### src/rtl/mdio_responder.sv
// mdio_responder: Clause-22 MDIO management slave (PHY side).
// Oversamples MDC on the system clock, decodes read/write frames addressed to
// PHY_ADDR, strobes a simple register port and drives read data back on MDIO.
//
// Ports:
//   clk, reset           system clock, synchronous active-high reset
//   mdc, mdio_in         asynchronous management clock / data pad input
//   mdio_out, mdio_oen   pad drive value and enable (oen=1 releases the pad)
//   reg_addr             REGAD of the current frame
//   reg_rd, reg_rdata    one-cycle read strobe; data valid from the next cycle
//   reg_wr, reg_wdata    one-cycle write strobe with write data
//   busy                 high from ST detection until the frame ends
//   frame_err            one-cycle pulse on an illegal opcode
//
// Build option: define MDIO_RESP_PREAMBLE_SUPPRESS_EN to accept a single
// preamble 1 before ST instead of PREAMBLE_MIN ones.
module mdio_responder #(
  parameter logic [4:0]  PHY_ADDR     = 5'd1,
  parameter int unsigned PREAMBLE_MIN = 32
) (
  input  logic        clk,
  input  logic        reset,
  input  logic        mdc,
  input  logic        mdio_in,
  output logic        mdio_out,
  output logic        mdio_oen,
  output logic [4:0]  reg_addr,
  output logic        reg_rd,
  input  logic [15:0] reg_rdata,
  output logic        reg_wr,
  output logic [15:0] reg_wdata,
  output logic        busy,
  output logic        frame_err
);

`ifdef MDIO_RESP_PREAMBLE_SUPPRESS_EN
  localparam logic [5:0] EffMin = 6'd1;
`else
  localparam logic [5:0] EffMin = 6'(PREAMBLE_MIN);
`endif

  typedef enum logic [2:0] {StPre, StSt, StOp, StAddr, StTa, StData} state_e;

  logic       mdc_s1, mdc_s2, mdc_s3, mdio_s1, mdio_s2;
  logic       mdc_rise, mdc_fall;

  state_e     state_q, state_d;
  logic [5:0] pre_cnt_q, pre_cnt_d;
  logic [3:0] bit_cnt_q, bit_cnt_d;
  logic       is_read_q, is_read_d;
  logic       match_q, match_d;
  logic [15:0] sr_q, sr_d;
  logic [4:0] reg_addr_q, reg_addr_d;
  logic [15:0] wdata_q, wdata_d;
  logic       rd_q, rd_d, wr_q, wr_d, err_q, err_d;
  logic       out_q, out_d, oen_q, oen_d;
  logic       rd_match;

  assign mdc_rise = mdc_s2 & ~mdc_s3;
  assign mdc_fall = ~mdc_s2 & mdc_s3;
  assign rd_match = is_read_q & match_q;

  always_ff @(posedge clk) begin
    if (reset) begin
      mdc_s1     <= 1'b0;
      mdc_s2     <= 1'b0;
      mdc_s3     <= 1'b0;
      mdio_s1    <= 1'b0;
      mdio_s2    <= 1'b0;
      state_q    <= StPre;
      pre_cnt_q  <= '0;
      bit_cnt_q  <= '0;
      is_read_q  <= 1'b0;
      match_q    <= 1'b0;
      sr_q       <= '0;
      reg_addr_q <= '0;
      wdata_q    <= '0;
      rd_q       <= 1'b0;
      wr_q       <= 1'b0;
      err_q      <= 1'b0;
      out_q      <= 1'b0;
      oen_q      <= 1'b1;
    end else begin
      mdc_s1     <= mdc;
      mdc_s2     <= mdc_s1;
      mdc_s3     <= mdc_s2;
      mdio_s1    <= mdio_in;
      mdio_s2    <= mdio_s1;
      state_q    <= state_d;
      pre_cnt_q  <= pre_cnt_d;
      bit_cnt_q  <= bit_cnt_d;
      is_read_q  <= is_read_d;
      match_q    <= match_d;
      sr_q       <= sr_d;
      reg_addr_q <= reg_addr_d;
      wdata_q    <= wdata_d;
      rd_q       <= rd_d;
      wr_q       <= wr_d;
      err_q      <= err_d;
      out_q      <= out_d;
      oen_q      <= oen_d;
    end
  end

  always_comb begin
    state_d    = state_q;
    pre_cnt_d  = pre_cnt_q;
    bit_cnt_d  = bit_cnt_q;
    is_read_d  = is_read_q;
    match_d    = match_q;
    sr_d       = sr_q;
    reg_addr_d = reg_addr_q;
    wdata_d    = wdata_q;
    rd_d       = 1'b0;
    wr_d       = 1'b0;
    err_d      = 1'b0;
    out_d      = out_q;
    oen_d      = oen_q;

    if (mdc_rise) begin
      unique case (state_q)
        StPre: begin
          if (mdio_s2) begin
            pre_cnt_d = (pre_cnt_q == 6'd63) ? 6'd63 : pre_cnt_q + 6'd1;
          end else begin
            // This 0 is the first ST bit when enough preamble preceded it.
            if (pre_cnt_q >= EffMin) state_d = StSt;
            pre_cnt_d = '0;
          end
        end
        StSt: begin
          bit_cnt_d = '0;
          state_d   = mdio_s2 ? StOp : StPre;
        end
        StOp: begin
          sr_d = {sr_q[14:0], mdio_s2};
          if (bit_cnt_q == 4'd1) begin
            bit_cnt_d = '0;
            unique case ({sr_q[0], mdio_s2})
              2'b10: begin is_read_d = 1'b1; state_d = StAddr; end
              2'b01: begin is_read_d = 1'b0; state_d = StAddr; end
              default: begin
                err_d     = 1'b1;
                state_d   = StPre;
                pre_cnt_d = '0;
              end
            endcase
          end else begin
            bit_cnt_d = 4'd1;
          end
        end
        StAddr: begin
          sr_d = {sr_q[14:0], mdio_s2};
          if (bit_cnt_q == 4'd9) begin
            // sr_q[8:4] = PHYAD, {sr_q[3:0], current bit} = REGAD
            match_d    = (sr_q[8:4] == PHY_ADDR);
            reg_addr_d = {sr_q[3:0], mdio_s2};
            rd_d       = is_read_q & (sr_q[8:4] == PHY_ADDR);
            bit_cnt_d  = '0;
            state_d    = StTa;
          end else begin
            bit_cnt_d = bit_cnt_q + 4'd1;
          end
        end
        StTa: begin
          if (bit_cnt_q == 4'd0) begin
            if (rd_match) sr_d = reg_rdata;
            bit_cnt_d = 4'd1;
          end else begin
            bit_cnt_d = '0;
            state_d   = StData;
          end
        end
        StData: begin
          if (!is_read_q) sr_d = {sr_q[14:0], mdio_s2};
          if (bit_cnt_q == 4'd15) begin
            if (!is_read_q && match_q) begin
              wr_d    = 1'b1;
              wdata_d = {sr_q[14:0], mdio_s2};
            end
            bit_cnt_d = '0;
            pre_cnt_d = '0;
            state_d   = StPre;
          end else begin
            bit_cnt_d = bit_cnt_q + 4'd1;
          end
        end
        default: state_d = StPre;
      endcase
    end

    // Pad updates happen only on MDC falling edges; the fall after D0 lands
    // in StPre and therefore releases the pad.
    if (mdc_fall) begin
      if (state_q == StTa && bit_cnt_q == 4'd1 && rd_match) begin
        oen_d = 1'b0;
        out_d = 1'b0;
      end else if (state_q == StData && rd_match) begin
        oen_d = 1'b0;
        out_d = sr_q[15];
        sr_d  = {sr_q[14:0], 1'b0};
      end else begin
        oen_d = 1'b1;
        out_d = 1'b0;
      end
    end
  end

  assign mdio_out  = out_q;
  assign mdio_oen  = oen_q;
  assign reg_addr  = reg_addr_q;
  assign reg_rd    = rd_q;
  assign reg_wr    = wr_q;
  assign reg_wdata = wdata_q;
  assign frame_err = err_q;
  assign busy      = (state_q != StPre);

endmodule

### config.mk
export PLATFORM = sky130hd
export DESIGN_NAME = mdio_responder
export DESIGN_NICKNAME = d
export VERILOG_FILES = /design/src/rtl/mdio_responder.sv
export SDC_FILE = /design/constraint.sdc
export NUM_CORES = 1
export LEC_CHECK = 0
export ABC_AREA = 1
export CORE_ASPECT_RATIO = 1.4
export CORE_MARGIN = 2
export CORE_UTILIZATION = 57
export CTS_BUF_LIST = sky130_fd_sc_hd__clkbuf_4 sky130_fd_sc_hd__clkbuf_8
export CTS_CLUSTER_DIAMETER = 120
export CTS_CLUSTER_SIZE = 40
export DETAILED_ROUTE_END_ITERATION = 16
export HOLD_SLACK_MARGIN = 0.12
export PLACE_DENSITY = 0.93
export SYNTH_ARGS = -nofsm -noshare
export SYNTH_HDL_FRONTEND = slang
export SYNTH_SLANG_ARGS = --single-unit
### constraint.sdc
create_clock -name clk -period 1.9 [get_ports clk]
set_clock_uncertainty 0.1 [all_clocks]
set_input_delay 0.57 -clock clk [delete_from_list [all_inputs] [get_ports clk]]
set_output_delay 0.57 -clock clk [all_outputs]
set_load 0.02 [all_outputs]
==> metrics.txt, run 1 <==
Max-cap violations=0; syn avg cell area=roughly 6.9 um^2; cells after synthesis=502; r2r startpoint=state_q[1]; H-tree depth=3; CP max stage cell=dfxtp_1; fin crit share=0.972; die width=69.7 um; CP Capture Type=register; CP Max Fanout=7; ys async rst share=0; Via density=5.85; number of buffers inserted by hold repair at cts=0; Final Slew Violations=0; ys flop type=dfxtp_1; Leak=between 2 and 2.5 nW; Root Driver=clkbuf_8; Reg2Reg Capture Point=sr_q[1]; Final setup viols=0; CP Launch Type=register; depth of the most critical reg-to-reg path=11; nets=roughly 600; dpl cell area=0.00403 mm^2; remaining antenna violation count=0; dpl ws=~0.028 ns; area of the multi-input gates=0.00183 mm^2; WL final=9.88 mm; crit path from=state_q[1]; peak supply drop=0.510 mV; clk slew on worst S/H paths=0.07 ns; CP max stage delay=0.34 ns; kind of critical path=reg2reg; synth warn=0; Period minus WS final=1.85 ns; grt total ovfl=0; Final Total Pwr=2.57 mW; R2R setup slack=0.05 ns; worst hold path class=reg2reg; vias in the first global route=between 3000 and 4000; first-pass GRT wire length=14.7 mm; post-layout util=0.731; sequential-to-total area share from yosys stat=0.361; clock latency on the worst-skew pair=0.35 ns; Power Density=600 mW/mm^2; Port Buf Inserts=46; Initial Util=0.587; status=completed; Slew HR=0.692; DR iter-0 viols=308; total track usage=0.276; synth unique cells=33; CP Depth=11; placed cells=617; WP buf/inv=6; fin worst setup slack=0.0529 ns; total CTS buffers=9; Final Hold Vio Count=0; Cell Count, Final, Fillers Out=639; measured slew at the worst slew-check pin=~0.46 ns; Syn Nets=528; drt wl/cell=15.5 um; DP Wirelength=about 6.4 mm; TritonCTS Sinks=62; share of layout cells above drive strength 1=0.135; most frequent CP cell=buf_4; fin area=0.00429 mm^2; critical path cell sequence=buf_4, clkinv_1, nand3_4, buf_4, nor2_4, buf_4, nand4_1, nand2_1, inv_1, nand2_1, inv_1; Worst Setup EP=sr_q[1]; CTS tree=yes; total number of vias=3739; I/O pin count=47; Area Growth Syn to Fin=24.5%; clk buf depth=2; Area contributors post-synth=dfxtp_1 (36%), nand2_1 (15%), inv_1 (8.1%), nand3_1 (7.4%), a211oi_2 (5.1%); mapped cell area=between 0.003 and 0.004 mm^2; register area=0.00124 mm^2; initial antenna violation count=0; Fmax=541 MHz; Critical Path AT=1.99 ns; DIE AREA=0.00668 mm^2; FP Rows=33; GPL Wtd Cong=0.906; DR pass1 iterations=6; Post-synth EDFFs=0; core area=0.00586 mm^2; largest net degree at the start of global routing=33; Yosys reg bits=62; filler cell count=436; post-synth top area share=0.361; Crit path max-delay family=buffers and inverters; CP required=2.04 ns; Die Height=roughly 96 um; cell accounting for the most synthesized area=dfxtp_1; # diodes=0; drc violations=0
[layer usage]
metal  vias to the layer above  GRT usage  share of wire  wire length [um]
li1                       1731          -              -                 -
met4                         0      0.194          0.058               572
met1                      1697      0.288           0.37              3670
met2                       243      0.500           0.49              4890
met3                        68     0.0534          0.075               746
met5                         -          0              0                 0
[cells in the mapped netlist, types with 3 or more instances]
cell	count
nand3_1	51
dfxtp_1	62
nor2_4	5
buf_4	11
nor4_1	3
xnor2_1	3
clkbuf_1	6
o21ai_0	15
nand2_1	140
nand4_1	16
a21oi_1	20
ha_1	6
nor2_1	46
buf_2	3
a211oi_2	14
inv_1	74
[sequential cells by signal, indices dropped and copies added (netlist names), 3 cells and up]
signal / count
reg_wdata: 16
reg_addr: 5
state_q: 3
bit_cnt_q: 4
sr_q: 16
pre_cnt_q: 6
[worst min-delay path by stage]
stage / end / start / slack [ns] / depth (start not counted)
2_1_floorplan: mdc_s2 / mdc_s1 / 0.29 / 2
3_3_place_gp: mdc_s2 / mdc_s1 / 0.30 / 2
3_5_place_dp: mdc_s2 / mdc_s1 / 0.30 / 2
4_1_cts: mdc_s2 / mdc_s1 / 0.31 / 2
5_1_grt: mdc_s2 / mdc_s1 / 0.33 / 2
6_report: mdc_s2 / mdc_s1 / 0.31 / 2
[final cells by class]
class | instances | share of cell area
Inverter | 78 | 0.0683
Sequential cell | 62 | 0.290
Multi-Input combinational cell | 343 | 0.426
Timing Repair Buffer | 70 | 0.152
Clock buffer | 9 | 0.0289
Clock inverter | 7 | 0.0152
Tap cell | 70 | 0.0204
[stage by stage]
stage / setup TNS, ns / hold WS (ns)
final: 0 / 0.311
after global routing: -0.0238 / 0.329
after CTS: 0 / 0.312
after detailed placement: 0 / 0.297
after global placement: 0 / 0.296
after floorplan: 0 / 0.288
[cells in the final DEF, fill, tap and decap left out, drive strengths merged, types with 11 or more instances in the layout]
cell type / instances
buf: 23
nor2: 53
inv: 76
a211oi: 16
nand4: 16
nand2: 142
clkbuf: 11
nand3: 57
o21ai: 16
dfxtp: 62
a21oi: 21
clkdlybuf4s50: 19
dlygate4sd2: 26
[worst reg2reg max path: stages (launching register included)]
cell,delay (ns)
dfxtp_1,0.34
buf_4,0.17
clkinv_1,0.09
nand3_4,0.14
buf_4,0.19
nor2_4,0.17
buf_4,0.19
nand4_1,0.10
nand2_1,0.09
inv_1,0.05
nand2_1,0.06
inv_1,0.04
[power by group]
part	leakage (nW)	internal, mW	switching [mW]
logic	1.41	0.0566	0.0664
registers	0.500	1.30	0.00316
clock network	0.0948	0.595	0.544
[repair_timing]
item | 4_1_cts | 5_1_grt
resized for setup | 29 | 7
pin swaps | 0 | 5
buffers inserted | 0 | 3
endpoints found under the hold margin | 0 | 0
setup endpoints to repair | 28 | 27
gates cloned | 0 | 3
[logic make-up (layout without fill, tap and decap cells)]
| group | Yosys count | after routing | synth area share |
|---|---|---|---|
| and+or+nand+nor | 274 | 276 | 0.363 |
| buffers and inverters | 99 | 164 | 0.123 |
| DFF | 62 | 62 | 0.361 |
| AOI/OAI and AO/OA | 58 | 58 | 0.124 |
| adders and majority gates | 6 | 6 | 0.0218 |
| xor gates and xnor gates | 3 | 3 | 0.00764 |
No activity file was read; power rests on OpenSTA's default activity.
==> inputs of run 2 (changes only) <==
--- a/config.mk
+++ b/config.mk
@@ -13,6 +13,7 @@
 export CTS_CLUSTER_DIAMETER = 120
 export CTS_CLUSTER_SIZE = 40
 export DETAILED_ROUTE_END_ITERATION = 16
+export GPL_ROUTABILITY_DRIVEN = 1
 export HOLD_SLACK_MARGIN = 0.12
 export PLACE_DENSITY = 0.93
 export SYNTH_ARGS = -nofsm -noshare
==> results of run 2 <==
The final DEF is identical to that of run 1; final timing and power are the same.
